**config.mk**
```make
export PLATFORM = sky130hd
export DESIGN_NAME = mcdf_cfg_seq
export DESIGN_NICKNAME = d
export VERILOG_FILES = /design/src/rtl/mcdf_pkg.sv /design/src/rtl/mcdf_cfg_seq.sv
export SDC_FILE = /design/constraint.sdc
export NUM_CORES = 1
export LEC_CHECK = 0
export CAP_MARGIN = 10
export CORE_MARGIN = 8
export CORE_UTILIZATION = 41
export CTS_CLUSTER_DIAMETER = 200
export CTS_CLUSTER_SIZE = 28
export DETAILED_ROUTE_END_ITERATION = 6
export GPL_ROUTABILITY_DRIVEN = 0
export PLACE_DENSITY = 0.79
export SYNTH_ARGS = -nofsm -noshare
export SYNTH_HDL_FRONTEND = slang
export SYNTH_SLANG_ARGS = --single-unit
```
**constraint.sdc**
```tcl
create_clock -name clk_i -period 2.4 [get_ports clk_i]
set_input_delay 0.48 -clock clk_i [delete_from_list [all_inputs] [get_ports clk_i]]
set_output_delay 0.48 -clock clk_i [all_outputs]
set_load 0.1 [all_outputs]
```
**src/rtl/mcdf_pkg.sv**
```systemverilog
// mcdf_pkg: command encodings, register map, cfg field layout and sequencer states
package mcdf_pkg;
  localparam logic [1:0] CMD_IDLE = 2'b00;
  localparam logic [1:0] CMD_WR   = 2'b10;
  localparam logic [1:0] CMD_RD   = 2'b01;
  localparam logic [5:0] ADDR_CH0 = 6'h00;
  localparam logic [5:0] ADDR_CH1 = 6'h04;
  localparam logic [5:0] ADDR_CH2 = 6'h08;
  localparam logic [5:0] ADDR_M0  = 6'h10;
  localparam logic [5:0] ADDR_M1  = 6'h14;
  localparam logic [5:0] ADDR_M2  = 6'h18;
  localparam int CFG_EN     = 0;
  localparam int CFG_PRIO   = 1;
  localparam int CFG_PKGLEN = 3;
  localparam int CFG_W      = 6;
  typedef enum logic [2:0] {S_IDLE, S_WR, S_RD, S_CHK, S_MRD, S_MCAP, S_DONE} state_t;
  function automatic logic [5:0] ch_addr(input logic [1:0] ch);
    return ch == 2'd0 ? ADDR_CH0 : ch == 2'd1 ? ADDR_CH1 : ADDR_CH2;
  endfunction
  function automatic logic [5:0] m_addr(input logic [1:0] mi);
    return mi == 2'd0 ? ADDR_M0 : mi == 2'd1 ? ADDR_M1 : ADDR_M2;
  endfunction
  function automatic logic [CFG_W-1:0] cfg_word(input logic [2:0] pkglen, input logic [1:0] prio, input logic en);
    return (CFG_W'(pkglen) << CFG_PKGLEN) | (CFG_W'(prio) << CFG_PRIO) | (CFG_W'(en) << CFG_EN);
  endfunction
endpackage

```
**src/rtl/mcdf_cfg_seq.sv**
```systemverilog
// mcdf_cfg_seq: writes three channel cfg registers, optionally reads them back, then snapshots FIFO margins
module mcdf_cfg_seq
  import mcdf_pkg::*;
#(
  parameter logic VERIFY_DEF = 1'b1
) (
  input  logic        clk_i,
  input  logic        rst_i,
  input  logic        start_i,
  input  logic        abort_i,
  input  logic        verify_i,
  input  logic [5:0]  ch0_cfg_i,
  input  logic [5:0]  ch1_cfg_i,
  input  logic [5:0]  ch2_cfg_i,
  output logic [1:0]  cmd_o,
  output logic [5:0]  cmd_addr_o,
  output logic [31:0] cmd_data_o,
  input  logic [31:0] cmd_data_i,
  output logic        busy_o,
  output logic        done_o,
  output logic        err_o,
  output logic [1:0]  err_ch_o,
  output logic [5:0]  margin0_o,
  output logic [5:0]  margin1_o,
  output logic [5:0]  margin2_o
);
  state_t state, state_n;
  logic [1:0] ch, ch_n, mi, mi_n, cmd_n;
  logic [5:0] cfg0, cfg1, cfg2, sh0, sh1, cfg_cur, cfg_nxt, addr_n;
  logic [31:0] data_n;
  logic verify, start_ok, last, mismatch, unused_rd;
  assign start_ok = state == S_IDLE && start_i;
  assign last = ch == 2'd2;
  assign cfg_cur = ch == 2'd0 ? cfg0 : ch == 2'd1 ? cfg1 : cfg2;
  assign mismatch = state == S_CHK && cmd_data_i[CFG_W-1:0] != cfg_cur;
  assign mi_n = state == S_MRD ? mi + 2'd1 : 2'd0;
  assign unused_rd = ^cmd_data_i[31:CFG_W];
  always_ff @(posedge clk_i) begin
    if (rst_i) begin
      state <= S_IDLE;
      ch <= 2'd0;
      mi <= 2'd0;
    end else begin
      state <= state_n;
      ch <= ch_n;
      mi <= mi_n;
    end
  end
  always_comb begin
    state_n = state;
    ch_n = ch;
    case (state)
      S_IDLE:  state_n = start_i ? S_WR : S_IDLE;
      S_WR:    state_n = verify ? S_RD : last ? S_MRD : S_WR;
      S_RD:    state_n = S_CHK;
      S_CHK:   state_n = mismatch ? S_DONE : last ? S_MRD : S_WR;
      S_MRD:   state_n = mi == 2'd2 ? S_MCAP : S_MRD;
      S_MCAP:  state_n = S_DONE;
      default: state_n = S_IDLE;
    endcase
    if (start_ok) ch_n = 2'd0;
    else if (state_n == S_WR && (state == S_WR || state == S_CHK)) ch_n = ch + 2'd1;
    if (abort_i && state != S_IDLE) state_n = S_IDLE;
  end
  // Outputs are registered, so they are decoded from the state being entered.
  always_comb begin
    cmd_n = state_n == S_WR ? CMD_WR : (state_n == S_RD || state_n == S_MRD) ? CMD_RD : CMD_IDLE;
    addr_n = state_n == S_MRD ? m_addr(mi_n) : (state_n == S_WR || state_n == S_RD) ? ch_addr(ch_n) : 6'd0;
    cfg_nxt = start_ok ? ch0_cfg_i : ch_n == 2'd0 ? cfg0 : ch_n == 2'd1 ? cfg1 : cfg2;
    data_n = state_n == S_WR ? 32'(cfg_nxt) : 32'd0;
  end
  always_ff @(posedge clk_i) begin
    if (rst_i) begin
      verify <= VERIFY_DEF;
      {cfg0, cfg1, cfg2, sh0, sh1} <= '0;
      cmd_o <= CMD_IDLE;
      cmd_addr_o <= 6'd0;
      cmd_data_o <= 32'd0;
      {busy_o, done_o, err_o, err_ch_o} <= '0;
      {margin0_o, margin1_o, margin2_o} <= '0;
    end else begin
      cmd_o <= cmd_n;
      cmd_addr_o <= addr_n;
      cmd_data_o <= data_n;
      busy_o <= state_n != S_IDLE;
      done_o <= state_n == S_DONE;
      if (start_ok) begin
        {cfg0, cfg1, cfg2} <= {ch0_cfg_i, ch1_cfg_i, ch2_cfg_i};
        verify <= verify_i;
        err_o <= 1'b0;
        err_ch_o <= 2'd0;
      end
      if (state == S_CHK && state_n == S_DONE) begin
        err_o <= 1'b1;
        err_ch_o <= ch;
      end
      // Read data trails each margin RD by one cycle; the last word lands in MCAP.
      if (state == S_MRD && mi == 2'd1) sh0 <= cmd_data_i[CFG_W-1:0];
      if (state == S_MRD && mi == 2'd2) sh1 <= cmd_data_i[CFG_W-1:0];
      if (state == S_MCAP && state_n == S_DONE) {margin0_o, margin1_o, margin2_o} <= {sh0, sh1, cmd_data_i[CFG_W-1:0]};
    end
  end
endmodule

```
; ---- After elaboration in Yosys (flattened, before gate mapping)
; Cells that the tools add are included.
[op_classes]
add_sub_neg = 2
eq_ne = 17
n_mux = 27
bitwise_logic = 1
reduce_logical = 20
[op_table]
columns = operator, n
row1 = $mux W6, 5
row2 = $mux W4, 5
row3 = $pmux W3 S6, 1
row4 = $eq A3 B3 Y1 const B, 4
row5 = $mux W2, 6
row6 = $mux W3, 4
row7 = $eq A3 B1 Y1 const B, 3
row8 = $eq A3 B2 Y1 const B, 3
row9 = $eq A2 B1 Y1 const B, 4
row10 = $logic_and A1 B1 Y1, 8
row11 = $logic_not A2 Y1, 3
row12 = $ne A6 B6 Y1, 1
row13 = $reduce_bool A3 Y1, 2
row14 = $mux W1, 5
row15 = $mux W5, 1
row16 = $add A2 B1 Y2 const B, 2
row17 = $eq A2 B2 Y1 const B, 2
row18 = $reduce_or A2 Y1, 2
row19 = $logic_not A3 Y1, 1
row20 = $logic_or A1 B1 Y1, 3
row21 = $reduce_bool A2 Y1, 1
row22 = $not A1 Y1, 1
[word_totals]
register_bits = 101
inputBits = 55
out_inout_bits = 63

; ---- Depth between registers and ports, before layout
; Gate-level depths: netlist of run 1.
[logic_depth]
ltp_word = 16
mapped_depth = 12

; ---- Least setup slack after synthesis of run 1
; OpenSTA, ideal clock, no wires.
[synth_path]
path_type = reg-to-reg
from = reg ch[0]
to = reg cmd_data_o[0]
setup_time_ns = 0.134
t_arrival_ns = 2.434
required_ns = 2.266
path_slack_ns = -0.168
path_stages_with_launch = 12
path_cell_list = dfxtp_1 -> inv_1 -> ha_1 -> buf_6 -> buf_4 -> o211ai_1 -> nand4_2 -> o31ai_2 -> and2_4 -> o21ai_4 -> a221oi_1 -> a211oi_1
[synth_between]
elab_chain_len = 15
elab_cells_between_ends = 25
[synth_rtl]
columns = item, line
row1 = start: declaration, mcdf_cfg_seq.sv:28  ; logic [1:0] ch, ch_n, mi, mi_n, cmd_n;
row2 = start signal: assignment, mcdf_cfg_seq.sv:45  ; ch <= ch_n;
row3 = $eq A2 B1 Y1, mcdf_cfg_seq.sv:34  ; assign cfg_cur = ch == 2'd0 ? cfg0 : ch == 2'd1 ? cfg1 : cfg2;
row4 = $mux W6 (2 in a row), mcdf_cfg_seq.sv:34
row5 = $ne A6 B6 Y1, mcdf_cfg_seq.sv:35  ; assign mismatch = state == S_CHK && cmd_data_i[CFG_W-1:0] != cfg_cur;
row6 = $logic_and A1 B1 Y1, mcdf_cfg_seq.sv:35
row7 = $mux W3, mcdf_cfg_seq.sv:56  ; S_CHK: state_n = mismatch ? S_DONE : last ? S_MRD : S_WR;
row8 = $pmux W3 S6, mcdf_cfg_seq.sv:52  ; case (state)
row9 = $eq A3 B1 Y1, mcdf_cfg_seq.sv:62  ; else if (state_n == S_WR && (state == S_WR || state == S_CHK)) ch_n = ch + 2'd1;
row10 = $logic_and A1 B1 Y1, mcdf_cfg_seq.sv:62
row11 = $mux W2, mcdf_cfg_seq.sv:62
row12 = $mux W2, mcdf_cfg_seq.sv:61  ; if (start_ok) ch_n = 2'd0;
row13 = $eq A2 B1 Y1, mcdf_cfg_seq.sv:69  ; cfg_nxt = start_ok ? ch0_cfg_i : ch_n == 2'd0 ? cfg0 : ch_n == 2'd1 ? cfg1 : cfg2;
row14 = $mux W6 (3 in a row), mcdf_cfg_seq.sv:69
row15 = end signal: assignment, mcdf_cfg_seq.sv:84  ; cmd_data_o <= data_n;
row16 = end: declaration, mcdf_cfg_seq.sv:17  ; output logic [31:0] cmd_data_o,
; Parallel ways exist; a longest one is shown, timed or not.
; A chain may end at the register's enable or synchronous reset.

; ---- Final worst setup path of run 1
[layout_path]
from = reg ch[1]
to = reg busy_o
[layout_between]
elab_chain_len = 9
elab_cells_between_ends = 13
[layout_rtl]
columns = item, line
row1 = $eq A2 B1 Y1, mcdf_cfg_seq.sv:34
row2 = $mux W6 (2 in a row), mcdf_cfg_seq.sv:34
row3 = $ne A6 B6 Y1, mcdf_cfg_seq.sv:35
row4 = $logic_and A1 B1 Y1, mcdf_cfg_seq.sv:35
row5 = $mux W3, mcdf_cfg_seq.sv:56
row6 = $pmux W3 S6 *, mcdf_cfg_seq.sv:52
row7 = $mux W3 *, mcdf_cfg_seq.sv:63  ; if (abort_i && state != S_IDLE) state_n = S_IDLE;
row8 = $reduce_bool A3 Y1 *, mcdf_cfg_seq.sv:85  ; busy_o <= state_n != S_IDLE;
row9 = end signal: assignment, mcdf_cfg_seq.sv:79  ; {busy_o, done_o, err_o, err_ch_o} <= '0;
row10 = end signal: assignment, mcdf_cfg_seq.sv:85
row11 = end: declaration, mcdf_cfg_seq.sv:19  ; output logic busy_o,
; Every way passes the cells marked *; elsewhere a longest branch is shown, timed or not.

==> run summary, run 1 <==
The clock-pin slew reported for the worst setup and hold paths after clock tree synthesis came out at 70 ps. From left edge to right edge, the die measures 107 um. Counting the buffers created by CTS gives 9. The endpoint kind of the worst setup timing path was a register. For this design, the CTS-stage hold fixing added 0 buffers. CTS placed an instance of sky130_fd_sc_hd__clkbuf_8 at the clock tree root. The number of port buffers was 62. The tools report the reg-to-reg critical path startpoint as ch[1]$_SDFF_PP0_. Summing over every cut layer, the via total after detailed routing is 3071. Areal power density over the cells: 644 nW/um2. The leakage component of the power is 1.83 nW, and the portion of the post-synthesis area used by sequential elements is 42.0%. Antenna diode count: 0. For the pin with the worst max-slew slack, the measured transition is 694 ps. In this run the worst hold path is classified as reg2reg. In this run, distinct cell masters in the synthesized netlist total 55.

The number of nets in the finished design was 566; the post-layout minimum cycle time was 2700 ps. The checks that failed: setup timing. The starting density of the core is 41.9%. Clock sink count: 72. The logs give 4210 um2 for the placed cell area and 33 for the largest net degree at the start of global routing.

Counting flops and latches in the post-synthesis netlist gives 72. The cell with the biggest individual delay on the critical path is sky130_fd_sc_hd__or3_1. For this run, global-route usage on met3 was measured as 4.91%. The logs give 0 for the total count of max-transition violations in the final report and 8.52 ps for the worst-case clock skew. In this design, the largest share of critical-path delay is due to simple AND/OR/NAND/NOR gates. The flow ran to the end, but the final reports show violations. The initial antenna violation count was 0; the met2 routing resource usage after global routing was 26.0%. For met1 alone, demand over resource in global routing was 19.0%. The number of endpoints with negative hold slack in the final report was 0; the relative max-transition margin was 53.6%.

TritonCTS built the clock tree. The run gives 11500 um2 as the die outline area. The height of the die works out to 107 um. Dividing the detail-routed via count by the number of cells gives 4.99. In this run the core area contains 33 standard-cell rows. In this run the most critical hold path is launched from sh0[5]$_SDFFE_PP0P_. After filler insertion, the fill cell instance count of the layout stands at 718. Along the worst hold path, the cell count comes to 2. The largest voltage drop on the vdd net is 0.342 mV.

For the synthesis warning total, the log shows 0. The final clock period utilization by the worst path was 113%. The kind of start point of the critical path is a register. The end of the worst register-to-register path is busy_o$_SDFF_PP0_. Hold is met by 456 ps. The tools report the arrival time of data at the critical path endpoint as 2930 ps. The layer flagged by global routing as most heavily used is met2. The post-route setup TNS was -3110 ps; the routed wirelength normalized by instance count was 14.8 um. The first global-routing pass estimated 14800 um of wire.

In this design, the stage delay of the slowest critical-path cell is 390 ps. The top cell types in the final layout, fill and taps aside, are sky130_fd_sc_hd__nand2_1, sky130_fd_sc_hd__buf_4, sky130_fd_sc_hd__dfxtp_1, sky130_fd_sc_hd__a21oi_1. The routed design has 9090 um of wire. The total overflow reported by the global router is 0, and the mean area per synthesized cell is 8.49 um2. The signal on the critical path passes through inv_6 -> ha_4 -> mux2i_4 -> a211o_1 -> nand4_1 -> buf_4 -> buf_4 -> nor4_2 -> o31ai_2 -> nor2b_1 -> or3_1. The region available for standard cell placement spans 8180 um2.

The logs give -300 ps for the register-to-register setup slack and 370 MHz for the fmax. The clock latency on the worst-skew pair came out at 350 ps. For the worst setup path, the data required time is 2630 ps.

Count of pins on the block boundary: 118. The path depth of the worst reg2reg path was 11; the overall power consumption was 3.06 mW. Setup repair after global routing could not meet its margin everywhere.

The logs give 4 for the detailed-router iteration count before antenna repair and 2 for the worst-case clock buffer depth. Setup violations remaining at the end of the flow were counted as 16. Global routing consumed, over all layers together, 15.7% of the routing resources.

Share of final-layout standard cells stronger than drive strength 1: 29.0%. The slack of the critical path is -300 ps. Startpoint of the most critical setup path: ch[1]$_SDFF_PP0_. Detailed placement finished with a half-perimeter wire length of 6470 um. Destination of the worst hold path: margin0_o[5]$_SDFFE_PP0P_. Cells fill 58.1% of the core in the end. The number of global-route vias before repair was 3099; the maximum fanout encountered on the critical timing path was 6.

The growth of design area from synthesis to finish is 38.6%, and the number of nets with antenna violations after routing is 0. For this block, the initial DRC count from the detailed router was 131. The commonest non-fill, non-tap cell in the layout was sky130_fd_sc_hd__nand2_1. The cell count after synthesis came out at 404. The sum of buffers and inverters on the critical path is 3.

The worst setup path is of the reg2reg kind. The logs give 3 for the H-tree depth and 0 for the number of max-cap violations. The synthesized cell area was 3430 um2; the final cell area excluding filler cells was 4750 um2. In the routed design, unresolved DRC markers number 0. The dominant cell type by count on the critical path was sky130_fd_sc_hd__buf_4.
-- report_power, final --
part | leakage [nW] | total (mW) | switching, mW | internal (mW)
Sequential | 0.586 | 1.27 | 0.0398 | 1.23
Clock | 0.117 | 1.09 | 0.470 | 0.618
Combinational | 1.13 | 0.702 | 0.492 | 0.210
-- tightest hold or removal path: cells and delay by family (launching register included) --
| family | cells | cell delay (ps) |
|---|---|---|
| compound gates | 1 | 50 |
| flops | 1 | 310 |
| simple gates | 1 | 50 |
-- sequential cells by signal, summed over array words and instances, names as in the netlist, 3 cells and up --
signal      count
cfg0            6
cfg1            6
cfg2            6
cmd_data_o      6
margin0_o       6
margin1_o       6
margin2_o       6
sh0             6
sh1             6
cmd_addr_o      3
state           3
-- routing by layer --
metal / share of wire (%) / up-vias
met2: 49 / 93
li1: - / 1526
met5: 0 / -
met4: 0.99 / 0
met3: 6.1 / 9
met1: 44 / 1443
-- what timing repair did --
| item | in CTS | in global routing |
|---|---|---|
| setup endpoints to repair | 14 | 18 |
| pin swaps | 9 | 13 |
| resized for setup | 25 | 13 |
| endpoints found under the hold margin | 0 | 0 |
| setup buffers | 11 | 3 |
-- synthesized netlist by cell type, drive strengths merged --
library cell,n,area [um2]
o311a,1,21.3
nor4,1,6.26
a221oi,6,70.1
a211o,6,53.8
and2,5,33.8
clkbuf,15,56.3
mux2i,18,180
o31ai,3,41.3
o21a,1,7.51
o211a,1,10.0
o21ai,2,21.3
nor3b,2,20.0
a31oi,3,25.0
nor3,10,71.3
and3,2,12.5
a211oi,5,37.5
nand3,3,15.0
o2bb2ai,2,17.5
o32a,1,10.0
buf,35,262
nor2,31,119
or2,1,6.26
nand4,3,25.0
nor2b,10,62.6
o32ai,1,8.76
nand2b,8,50.1
a21oi,39,195
nand3b,2,15.0
ha,5,62.6
nand4b,1,8.76
or3,3,18.8
xnor2,1,8.76
conb,1,3.75
o211ai,6,45.0
inv,8,30.0
nand2,88,333
o221ai,1,15.0
a32oi,1,8.76
dfxtp,72,1440
-- metrics by stage --
stage | setup WS, ps | std cells
after global placement | -327 | 586
after floorplan | -14.4 | 432
final | -300 | 616
after detailed placement | -357 | 586
after global routing | -392 | 616
after CTS | -171 | 613
-- worst max-delay path by stage --
stage,end,depth (start not counted)
after floorplan,busy_o$_SDFF_PP0_,11
after global placement,cmd_data_o[0]$_SDFF_PP0_,8
after detailed placement,cmd_data_o[4]$_SDFF_PP0_,8
after CTS,cmd_data_o[5]$_SDFF_PP0_,14
after global routing,busy_o$_SDFF_PP0_,11
final,busy_o$_SDFF_PP0_,11
-- cell families after synthesis --
logic type	count (synthesis)	synth area share, %
muxes	18	5.25
adders and majority gates	5	1.82
other	1	0.109
and+or+nand+nor	170	23.2
AOI/OAI and AO/OA	79	17.1
buffers and inverters	58	10.1
xor gates and xnor gates	1	0.255
DFF	72	42.0
-- area by class of cell --
type	count	area (um2)	area share (%)
clock buffer	10	138	2.90
multi-input combinational	302	1970	41.5
timing repair buffer	113	936	19.7
inverter	8	37.5	0.790
clock inverter	6	88.8	1.87
sequential	72	1450	30.5
tap	105	131	2.76
Note: power is estimated with default switching activity, not from simulation.
==> inputs of run 2 (changes only) <==
SLEW_MARGIN = 20   (was not set)
==> results of run 2 <==
The final DEF is identical to that of run 1; final timing and power are the same.
==> inputs of run 3 (changes only) <==
CORE_ASPECT_RATIO = 0.5   (was not set)
SETUP_SLACK_MARGIN = 0.1   (was not set)
==> run summary, run 3 (same netlist as run 1, synthesis figures left out) <==
The tools report the core footprint as 8060 um2 (-1.4%). The number of failing setup endpoints in the final timing report was 15 (-1); the worst-case clock skew was 8.60 ps (+0.0831 ps). The slack of the critical path was -325 ps (-25.2 ps). Relative max-transition margin: 57.4% (+3.8 points). Detailed route wirelength on metal3: 794 um (+43%). The library cell used most frequently in the layout, excluding fill and tap cells, is sky130_fd_sc_hd__nand2_1. For the clock sink count, the log shows 72 (unchanged).

The share of final-layout standard cells stronger than drive strength 1 came out at 32.5% (+3.5 points). The cell sitting at the root of the clock tree is a sky130_fd_sc_hd__clkbuf_16. The run gives 0 (unchanged) as the number of endpoints with negative hold slack in the final report. The uppermost layer routed is met4. The routed wirelength normalized by instance count works out to 16.5 um (+12%). Count of standard-cell rows: 23 (-30%). The flow ran to the end, but the final reports show violations. STA classifies the critical path startpoint as a register.

The count of pins on the block boundary is 118 (unchanged). The tools report the total via count after detailed routing as 3264 (+6.3%). The run gives 367 MHz (-0.92%) as the fmax. For the antenna diode count, the log shows 0 (unchanged). The dominant cell type by count on the critical path is sky130_fd_sc_hd__buf_6.

The final reports fail on setup timing. The overall power consumption is 3.33 mW (+8.9%), and the fraction of the core area covered by cells at the end of the flow is 61.8% (+3.7 points). In the layout the commonest cells are sky130_fd_sc_hd__nand2_1, sky130_fd_sc_hd__buf_4, sky130_fd_sc_hd__dfxtp_1, sky130_fd_sc_hd__a21oi_1. The final clock period utilization by the worst path came out at 114% (+1.0 points).

The clock-pin slew reported for the worst setup and hold paths after clock tree synthesis is 60 ps (about the same). The post-route setup TNS was -3530 ps (-422 ps); the routed wire length was 10300 um (+14%). The worst setup path is captured at a register.

Met2 wire length: 5170 um (+16%). TritonCTS built the clock tree. Setup repair after global routing could not meet its margin everywhere. The largest voltage drop on the vdd net was 0.355 mV (+4.0%); the vias per cell was 5.21 (+4.6%).

The tools report the violation count after the first detailed-route iteration as 189 (+44%). The critical path goes through inv_6 -> ha_4 -> mux2i_4 -> a211o_1 -> nand4_1 -> buf_6 -> buf_6 -> nor3_4 -> buf_6 -> a31oi_4 -> nor3_4 -> o221ai_4 -> a211oi_2. The overall track demand over capacity in global routing was 17.4% (+1.7 points). For the setup slack after placement, the log shows -381 ps (-23.5 ps). For the number of clock buffers inserted by TritonCTS, the log shows 9 (unchanged).

The die outline area was 11700 um2 (+1.5%). The required time at the endpoint of the critical path came out at 2640 ps (about the same). The tools report the starting density of the core as 42.6% (+0.61 points). In this run the worst hold path is classified as reg2reg.

For the final cell area excluding filler cells, the log shows 4980 um2 (+4.8%). The placed cell area is 4260 um2 (+1.2%). The highest cell delay on the worst timing path works out to 360 ps (-30 ps). The chip width was 145 um (+35%); the sum of buffers and inverters on the critical path was 4 (+1). The total overflow reported by the global router is 0 (unchanged). Cell with the biggest individual delay on the critical path: sky130_fd_sc_hd__dfxtp_4.

The arrival time of data at the critical path endpoint is 2970 ps (+40 ps). The total count of max-transition violations in the final report came out at 0 (unchanged). The initial antenna violation count is 0 (unchanged), and the H-tree depth is 3 (unchanged). The post-detailed-route DRC marker count was 0 (unchanged); the maximum fanout encountered on the critical timing path was 7 (+1).

The run gives 569 (+0.53%) as the number of nets in the finished design. The post-layout minimum cycle time was 2730 ps (+25.2 ps). The number of global-route vias before repair was 3376 (+8.9%).

The clock latency on the worst-skew pair is 340 ps (about the same). The global-route wire length before repair came out at 16500 um (+12%). The number of port buffers is 62 (unchanged).

For the worst-case clock buffer depth, the log shows 2 (unchanged). Growth of design area from synthesis to finish: 45.3%. The tools report the number of nets with antenna violations after routing as 0 (unchanged).

The areal power density over the cells works out to 669 nW/um2 (+3.9%). The kind of cell adding the most delay to the critical path is compound AO/OA/AOI/OAI gates. The critical path is of the reg2reg type.

Number of max-cap violations: 0 (unchanged). The detailed-router iteration count before antenna repair came out at 4 (unchanged). The transition time at the pin with the least slew margin was 640 ps (-54.6 ps); the routed metal-1 wirelength was 4190 um (+5.0%).

The leakage component of the power came out at 1.91 nW (+4.4%). The largest net degree at the start of global routing was 32 (-3.0%). The detailed placement HPWL is 6430 um (-0.68%). Height of the die: 80.7 um (-25%).
run 3: cell count changes in the layout (fill, tap and decap cells not counted), moves of 3 or more:
cell / delta
sky130_fd_sc_hd__buf_6: +10
sky130_fd_sc_hd__nand2b_1: -3
sky130_fd_sc_hd__nand2b_4: +3
sky130_fd_sc_hd__clkinvlp_4: +3
sky130_fd_sc_hd__buf_4: -7
sky130_fd_sc_hd__clkbuf_16: +9
sky130_fd_sc_hd__clkbuf_8: -10
run 3: power by group:
part	switching (mW)	internal [mW]	total (mW)	leakage, nW
combinational	0.513	0.226	0.738	1.19
clock	0.517	0.802	1.32	0.138
sequential	0.0416	1.23	1.27	0.586
run 3: worst register-to-register path, stage by stage (launching register included):
cell and delay (ps):
sky130_fd_sc_hd__dfxtp_4 360, sky130_fd_sc_hd__inv_6 70, sky130_fd_sc_hd__ha_4 240, sky130_fd_sc_hd__mux2i_4 280
sky130_fd_sc_hd__a211o_1 160, sky130_fd_sc_hd__nand4_1 130, sky130_fd_sc_hd__buf_6 170, sky130_fd_sc_hd__buf_6 110
sky130_fd_sc_hd__nor3_4 170, sky130_fd_sc_hd__buf_6 140, sky130_fd_sc_hd__a31oi_4 90, sky130_fd_sc_hd__nor3_4 240
sky130_fd_sc_hd__o221ai_4 230, sky130_fd_sc_hd__a211oi_2 250
run 3: metrics by stage:
stage,std cells,hold slack (ps)
finish,626,454
global route,626,476
CTS,622,456
detailed placement,593,445
global placement,593,439
floorplan,432,431
run 3: cell type report:
class,count,area (um2)
clock buffers,9,225
well taps,112,140
multi-input cells,302,2070
flip-flops and latches,72,1450
clock inverters,7,70.1
repair buffers,116,996
inverters,8,37.5
fillers,631,3070
run 3: timing repair:
item,CTS,global route
hold buffers,0,0
gates resized for setup,41,18
pin swaps,29,11
setup buffers,15,5
setup endpoints to repair,15,19
run 3: layer usage:
metal	vias to the layer above	track usage [%]
li1	1533	-
met1	1578	18.8
met2	135	31.5
met3	18	6.67
met4	0	5.25
met5	-	0
run 3: path summary, 6_finish.rpt:
path                        startpoint                        end  slack, ps  cells after the start
max                   ch[1]$_SDFF_PP0_   cmd_data_o[3]$_SDFF_PP0_       -330                     13
min          margin2_o[1]$_SDFFE_PP0P_  margin2_o[1]$_SDFFE_PP0P_        450                      2
max reg2reg           ch[1]$_SDFF_PP0_   cmd_data_o[3]$_SDFF_PP0_       -330                     13
min reg2reg  margin2_o[1]$_SDFFE_PP0P_  margin2_o[1]$_SDFFE_PP0P_        450                      2
